<file path="src/rtl/ibus_fetch_bridge_pkg.sv">
// Shared types for the instruction fetch bridge: bus structs, FSM states, line geometry.
// Pure declarations; no latency or backpressure of its own.
package ibus_fetch_bridge_pkg;

  typedef logic [63:0] u64;
  typedef logic [31:0] u32;

  localparam int IBUF_LINE_BYTES = 8;
  localparam int IBUF_OFS_W      = $clog2(IBUF_LINE_BYTES);
  localparam int IBUF_TAG_W      = 64 - IBUF_OFS_W;

  typedef logic [IBUF_TAG_W-1:0] tag_t;

  typedef enum logic [1:0] {
    IDLE = 2'd0,
    MISS = 2'd1,
    RESP = 2'd2
  } bridge_state_t;

  typedef struct packed {
    logic valid;
    u64   addr;
  } ibus_req_t;

  typedef struct packed {
    logic addr_ok;
    logic data_ok;
    u32   data;
  } ibus_resp_t;

  function automatic tag_t addr_tag(input u64 a);
    return a[63:IBUF_OFS_W];
  endfunction

  function automatic u64 line_addr(input u64 a);
    return {a[63:IBUF_OFS_W], {IBUF_OFS_W{1'b0}}};
  endfunction

  // addr[2] picks the upper instruction of the doubleword
  function automatic u32 word_sel(input u64 line, input logic hi);
    return hi ? line[63:32] : line[31:0];
  endfunction

endpackage

</file>
<file path="src/rtl/ibus_fetch_bridge_if.sv">
// Fetch-side handshake plus single-beat memory read port of the fetch bridge.
// Wiring only; master = fetch/memory side, slave = bridge.
interface ibus_fetch_bridge_if;
  import ibus_fetch_bridge_pkg::*;

  ibus_req_t  ibus_req;
  ibus_resp_t ibus_resp;
  logic       inv;
  logic       mreq_valid;
  u64         mreq_addr;
  logic       mresp_ready;
  u64         mresp_data;

  modport master (
    output ibus_req, inv, mresp_ready, mresp_data,
    input  ibus_resp, mreq_valid, mreq_addr
  );

  modport slave (
    input  ibus_req, inv, mresp_ready, mresp_data,
    output ibus_resp, mreq_valid, mreq_addr
  );

endinterface

</file>
<file path="src/rtl/ibus_fetch_bridge_line_buf.sv">
// One-entry doubleword line buffer: tag/data/valid, combinational hit compare and word select.
// Fill takes effect next cycle; no backpressure, a fill is always accepted.
module ibus_fetch_bridge_line_buf
  import ibus_fetch_bridge_pkg::*;
#(
  parameter bit ENABLE_BUF = 1'b1
) (
  input  logic i_clk,
  input  logic i_rst_n,
  input  logic i_inv,
  input  logic i_miss_busy,
  input  tag_t i_lookup_tag,
  input  logic i_fill,
  input  tag_t i_fill_tag,
  input  u64   i_fill_data,
  input  logic i_word_hi,
  output logic o_hit,
  output u32   o_word
);

  logic r_valid;
  tag_t r_tag;
  u64   r_data;
  logic r_inv_pend;

  // Data is written even when an invalidate blocks the valid bit, so the
  // in-flight request can still be answered from it.
  always_ff @(posedge i_clk or negedge i_rst_n) begin
    if (!i_rst_n) begin
      r_valid    <= 1'b0;
      r_tag      <= '0;
      r_data     <= '0;
      r_inv_pend <= 1'b0;
    end else begin
      if (i_fill) begin
        r_data     <= i_fill_data;
        r_tag      <= i_fill_tag;
        r_valid    <= !(i_inv || r_inv_pend);
        r_inv_pend <= 1'b0;
      end else begin
        if (i_inv) begin
          r_valid <= 1'b0;
        end
        r_inv_pend <= i_miss_busy && (r_inv_pend || i_inv);
      end
    end
  end

  assign o_hit  = ENABLE_BUF && r_valid && !i_inv && (r_tag == i_lookup_tag);
  assign o_word = word_sel(r_data, i_word_hi);

endmodule

</file>
<file path="src/rtl/ibus_fetch_bridge.sv">
// Fetch-side bridge: serves ibus requests from a one-line buffer or a single-beat 64-bit memory read.
// Latency 2 cycles on a hit, 2 + memory wait on a miss; fetch is held by withholding data_ok, memory by mresp_ready.
module ibus_fetch_bridge
  import ibus_fetch_bridge_pkg::*;
#(
  parameter bit ENABLE_BUF     = 1'b1,
  parameter int MEM_BASE_CHECK = 0
) (
  input  logic                i_clk,
  input  logic                i_rst_n,
  ibus_fetch_bridge_if.slave  io_bus,
  output u32                  o_hit_cnt,
  output u32                  o_miss_cnt
);

  if (MEM_BASE_CHECK != 0) begin : g_param_chk
    $error("MEM_BASE_CHECK is reserved and must be 0");
  end

  bridge_state_t r_state;
  u64            r_req_addr;
  u32            r_hit_cnt;
  u32            r_miss_cnt;
  logic          r_mreq_valid;
  u64            r_mreq_addr;
  ibus_resp_t    r_resp;

  logic w_hit;
  logic w_fill;
  logic w_req_match;
  u32   w_word;

  assign w_fill      = (r_state == MISS) && io_bus.mresp_ready;
  assign w_req_match = io_bus.ibus_req.valid && (io_bus.ibus_req.addr == r_req_addr);

  ibus_fetch_bridge_line_buf #(
    .ENABLE_BUF (ENABLE_BUF)
  ) u_line_buf (
    .i_clk        (i_clk),
    .i_rst_n      (i_rst_n),
    .i_inv        (io_bus.inv),
    .i_miss_busy  (r_state == MISS),
    .i_lookup_tag (addr_tag(io_bus.ibus_req.addr)),
    .i_fill       (w_fill),
    .i_fill_tag   (addr_tag(r_req_addr)),
    .i_fill_data  (io_bus.mresp_data),
    .i_word_hi    (r_req_addr[2]),
    .o_hit        (w_hit),
    .o_word       (w_word)
  );

  always_ff @(posedge i_clk or negedge i_rst_n) begin
    if (!i_rst_n) begin
      r_state      <= IDLE;
      r_req_addr   <= '0;
      r_hit_cnt    <= '0;
      r_miss_cnt   <= '0;
      r_mreq_valid <= 1'b0;
      r_mreq_addr  <= '0;
      r_resp       <= '0;
    end else begin
      r_resp <= '0;
      case (r_state)
        IDLE: begin
          if (io_bus.ibus_req.valid) begin
            r_req_addr <= io_bus.ibus_req.addr;
            if (w_hit) begin
              r_state   <= RESP;
              r_hit_cnt <= r_hit_cnt + 32'd1;
            end else begin
              r_state      <= MISS;
              r_mreq_valid <= 1'b1;
              r_mreq_addr  <= line_addr(io_bus.ibus_req.addr);
              r_miss_cnt   <= r_miss_cnt + 32'd1;
            end
          end
        end
        MISS: begin
          if (io_bus.mresp_ready) begin
            r_mreq_valid <= 1'b0;
            r_state      <= RESP;
          end
        end
        RESP: begin
          // A redirected or dropped request gets no response; IDLE re-evaluates it.
          if (w_req_match) begin
            r_resp <= '{addr_ok: 1'b1, data_ok: 1'b1, data: w_word};
          end
          r_state <= IDLE;
        end
        default: r_state <= IDLE;
      endcase
    end
  end

  assign io_bus.ibus_resp  = r_resp;
  assign io_bus.mreq_valid = r_mreq_valid;
  assign io_bus.mreq_addr  = r_mreq_addr;
  assign o_hit_cnt         = r_hit_cnt;
  assign o_miss_cnt        = r_miss_cnt;

endmodule

</file>
<file path="src/flat_wrapper.sv">
// flat-port wrapper written by rule: the top's interface ports become plain ports
module ibus_fetch_bridge_flat import ibus_fetch_bridge_pkg::*;
#(
  parameter bit ENABLE_BUF     = 1'b1,
  parameter int MEM_BASE_CHECK = 0
)
  (i_clk, i_rst_n, o_hit_cnt, o_miss_cnt, io_bus_ibus_req, io_bus_inv, io_bus_mresp_ready, io_bus_mresp_data, io_bus_ibus_resp, io_bus_mreq_valid, io_bus_mreq_addr);
  ibus_fetch_bridge_if io_bus_i ();
  input  logic i_clk;
  input  logic i_rst_n;
  output u32 o_hit_cnt;
  output u32 o_miss_cnt;
  input wire logic [$bits(io_bus_i.ibus_req)-1:0] io_bus_ibus_req;
  input wire logic [$bits(io_bus_i.inv)-1:0] io_bus_inv;
  input wire logic [$bits(io_bus_i.mresp_ready)-1:0] io_bus_mresp_ready;
  input wire logic [$bits(io_bus_i.mresp_data)-1:0] io_bus_mresp_data;
  output wire logic [$bits(io_bus_i.ibus_resp)-1:0] io_bus_ibus_resp;
  output wire logic [$bits(io_bus_i.mreq_valid)-1:0] io_bus_mreq_valid;
  output wire logic [$bits(io_bus_i.mreq_addr)-1:0] io_bus_mreq_addr;
  assign io_bus_i.ibus_req = io_bus_ibus_req;
  assign io_bus_i.inv = io_bus_inv;
  assign io_bus_i.mresp_ready = io_bus_mresp_ready;
  assign io_bus_i.mresp_data = io_bus_mresp_data;
  assign io_bus_ibus_resp = io_bus_i.ibus_resp;
  assign io_bus_mreq_valid = io_bus_i.mreq_valid;
  assign io_bus_mreq_addr = io_bus_i.mreq_addr;
  ibus_fetch_bridge #(.ENABLE_BUF(ENABLE_BUF), .MEM_BASE_CHECK(MEM_BASE_CHECK)) u_core (.i_clk(i_clk), .i_rst_n(i_rst_n), .io_bus(io_bus_i), .o_hit_cnt(o_hit_cnt), .o_miss_cnt(o_miss_cnt));
endmodule
</file>
<file path="config.mk">
export PLATFORM = sky130hd
export DESIGN_NAME = ibus_fetch_bridge_flat
export DESIGN_NICKNAME = d
export VERILOG_FILES = /design/src/rtl/ibus_fetch_bridge_pkg.sv /design/src/rtl/ibus_fetch_bridge_if.sv /design/src/rtl/ibus_fetch_bridge_line_buf.sv /design/src/rtl/ibus_fetch_bridge.sv /design/src/flat_wrapper.sv
export SDC_FILE = /design/constraint.sdc
export NUM_CORES = 1
export LEC_CHECK = 0
export CAP_MARGIN = 40
export CORE_ASPECT_RATIO = 1.25
export CORE_MARGIN = 2
export CORE_UTILIZATION = 47
export DETAILED_ROUTE_END_ITERATION = 7
export MAX_ROUTING_LAYER = met4
export PLACE_DENSITY = 0.86
export SLEW_MARGIN = 40
export SYNTH_ARGS = -nofsm -noshare
export SYNTH_HDL_FRONTEND = slang
export SYNTH_HIERARCHICAL = 1
export SYNTH_SLANG_ARGS = --single-unit
</file>
<file path="constraint.sdc">
create_clock -name i_clk -period 3 [get_ports i_clk]
set_clock_uncertainty 0.15 [all_clocks]
set_input_delay 0.6 -clock i_clk [delete_from_list [all_inputs] [get_ports i_clk]]
set_output_delay 0.6 -clock i_clk [all_outputs]
set_load 0.05 [all_outputs]
</file>
==> results.tsv <==
stage	metric	value	unit
power	Clk pwr share	0.259	
power	Gate power share	0.344	
clocking	CTS Buf Count	37	
job	max-capacitance violation count	0	
synth	syn avg cell area	13.73	um^2
power	Int Power	0.01258	W
final_layout	commonest non-fill, non-tap cell in the layout	dfrtp_1	
hold_path	Hold Path Class	register to register	
setup_path	startpoint class of the critical path	input pin	
clocking	clk root buf	clkbuf_16	
power	Sequential Power Share	0.397	
synth	Yosys Warn Count	6	
timing	Setup TNS Final	-1.005	ps
power	maximum vdd drop	0.0008397	V
setup_path	Crit. End Element	register	
timing	Final WS setup	-1.005	ps
synth	Synth area leaders	dfrtp_1 (58%), mux2_2 (18%), xnor2_1 (5.4%)	
timing	fmax	0.3332	GHz
detailed_routing	drt initial violations	631	
detailed_routing	DR vias/cell	5.255	
global_routing	Total GRT Usage	0.2352	
floorplanning	I/O Pins	296	
floorplanning	Initial Utilization	0.4759	
power	Sw Ratio	0.3376	
global_routing	number of global-route vias before repair	10800	
global_routing	first-pass GRT wire length	59370	um
power	Pwr Density	912.4	nW/um^2
floorplanning	core area	31790	um^2
status	status	finished, violations left	
timing	fin crit share	1.000	
synth	post-synthesis instance total	1102	
clocking	clock sinks	352	
floorplanning	# rows	73	
global_routing	largest net degree at the start of global routing	65	
setup_path	critical path class	input pin to register	
synth	ys flop type	dfrtp_1	
synth	Synth area leader	dfrtp_1	
clocking	CTS tree	built	
placement	Final HPWL DP	27330	um
synth	post-synth design cell area	15130	um^2
setup_path	crit-path max FO	4	
floorplanning	Chip Width	164.5	um
global_routing	initial antenna violation count	7	
floorplanning	die area	33650	um^2
timing	Fin Hold WS	317.1	ps
detailed_routing	WL final	38450	um
detailed_routing	ANT nets after route	0	
timing	Final Hold Viols	0	
clocking	Clock Latency Late Sink	530	ps
power	leakage	9.150	nW
floorplanning	Die Y	204.6	um
setup_path	WP data arrival	3240	ps
timing	Slew Viols, Final	0	
synth	Unique masters post-synth	48	
power	switching pwr	0.006409	W
final_layout	fin util	0.6546	
synth	Post-synth EDFFs	0	
synth	Synth top area share	0.5823	
final_layout	proportion of layout cells with a drive suffix above 1	0.2923	
setup_path	worst endpoint required time	3240	ps
clocking	Reg clk slew, reported paths	60	ps
global_routing	gr ovfl total	0	
detailed_routing	Residual DRC	0	
clocking	Clock Path Buffers	3	
timing	slew at the pin closest to its max-slew limit	620.5	ps
detailed_routing	via count	10150	
placement	gpl congestion	0.8357	
placement	Port Buffers	292	
timing	Tmin final	3001	ps
synth	asr flop ratio synth	1.000	
final_layout	most frequent cells in the layout	dfrtp_1 (352), clkdlybuf4s50_1 (263), mux2_2 (239)	
timing	RSZ-0062 raised after global routing	true	
timing	Setup Viol. Count Final	1	
status	failing checks	negative setup slack	
synth	post-synthesis sequential area ratio	0.5823	
clocking	H-Tree Depth	2	
detailed_routing	Routed wire per std cell	19.90	um
final_layout	Layout area overhead	37.54	%
detailed_routing	drt pass-1 iters	4	
final_layout	Final #Nets	1620	
timing	slew margin rel.	0.5851	
synth	Seq cells post-synth	352	
## state kept, by name, summed over array words and instances (netlist names), 2 cells and up
signal,cells
u_core/r_req_addr,64
u_core/u_line_buf/r_data,64
u_core/io_bus.mreq_addr,61
u_core/u_line_buf/r_tag,61
u_core/io_bus.ibus_resp,33
u_core/o_hit_cnt,32
u_core/o_miss_cnt,32
u_core/r_state,2
## power by group through the flow
stage	Sequential, W	Clock (W)	Combinational, W
2_1_floorplan	0.00870	0	0.00293
3_3_place_gp	0.00743	0	0.00627
3_5_place_dp	0.00756	0	0.00643
4_1_cts	0.00751	0.00503	0.00654
5_1_grt	0.00775	0.00523	0.00688
6_report	0.00753	0.00492	0.00653
## layer usage
layer | track usage | vias up | share of wire
met4 | 0.09224 | 0 | 0.032
li1 | - | 4650 | -
met5 | - | - | 0
met2 | 0.3952 | 306 | 0.52
met3 | 0.04434 | 65 | 0.055
met1 | 0.2800 | 5132 | 0.40
## critical path, cell delays in order
cell and delay (ps):
clkdlybuf4s50_1 470, xnor2_1 270, nand4_1 190, nor4_4 190, nand2_2 120, nor4_4 300, nand4bb_1 170, buf_6 160
nor3_4 220, and4_4 300, nand3_1 100, xnor2_1 140
## cell usage after synthesis (all sizes together), types with 2 or more instances
master / instances
mux2: 271
o22ai: 6
and3: 46
xnor2: 93
ha: 2
dfrtp: 352
nor2: 12
o21ai: 14
and4: 6
o2bb2ai: 4
nor4: 23
nand2: 40
and2: 7
a22oi: 2
inv: 19
a21oi: 4
nand4: 36
nand3: 21
buf: 31
nor3: 5
clkbuf: 15
xor2: 78
## cell families (layout without fill, tap and decap cells)
logic type,count (synthesis),after routing,share of synthesized area
flops,352,352,0.5823
compound gates,36,36,0.01514
xor+xnor,171,171,0.09950
fa+ha+maj,2,2,0.001654
mux,271,271,0.2017
simple gates,204,204,0.08022
buf+inv,65,473,0.01927
other cells,1,11,0.0002479
## what timing repair did
item / CTS / global route
gates resized for setup: 30 / 31
hold buffers: 1 / 0
endpoints found under the hold margin: 57 / 0
pin swaps: 13 / 18
setup endpoints to repair: 110 / 43
buffers inserted: 4 / 1
## per-stage QoR
| step | power [W] | cell area, um^2 | setup slack [ps] | std cells |
|---|---|---|---|---|
| after detailed placement | 0.01399 | 19210 | -1001 | 1853 |
| after global routing | 0.01986 | 20810 | -81.02 | 1931 |
| final | 0.01898 | 20810 | -1.005 | 1932 |
| after CTS | 0.01909 | 20670 | 11.16 | 1924 |
| after global placement | 0.01370 | 19210 | -886.0 | 1853 |
| after floorplan | 0.01163 | 15150 | -11.03 | 1104 |
## path summary, 6_finish.rpt
check | startpoint | to | slack [ps] | depth (start not counted)
worst max register to register | u_core/u_line_buf/r_tag[42]$_DFFE_PN0P_ | u_core/o_hit_cnt[16]$_DFFE_PN0P_ | 20 | 11
worst max-delay path | io_bus_ibus_req[14] | u_core/o_hit_cnt[16]$_DFFE_PN0P_ | -1 | 12
min in group asynchronous | i_rst_n | u_core/o_hit_cnt[30]$_DFFE_PN0P_ | 470 | 2
worst min register to register | u_core/u_line_buf/r_inv_pend$_DFF_PN0_ | u_core/u_line_buf/r_valid$_DFFE_PN0P_ | 320 | 1
max in group asynchronous | i_rst_n | u_core/io_bus.ibus_resp[16]$_DFF_PN0_ | 1380 | 3
worst min-delay path | u_core/u_line_buf/r_inv_pend$_DFF_PN0_ | u_core/u_line_buf/r_valid$_DFFE_PN0P_ | 320 | 1
## final cells by class
| cell class | count | area [um^2] |
|---|---|---|
| Antenna cell | 8 | 20.02 |
| Clock buffer | 48 | 1080 |
| Clock inverter | 18 | 252.7 |
| Fill cell | 2208 | 10980 |
| Inverter | 19 | 71.32 |
| Multi-Input combinational cell | 687 | 6238 |
| Sequential cell | 352 | 8808 |
| Tap cell | 412 | 515.5 |
| Timing Repair Buffer | 388 | 3821 |
Power figures use the tool's default switching activity.
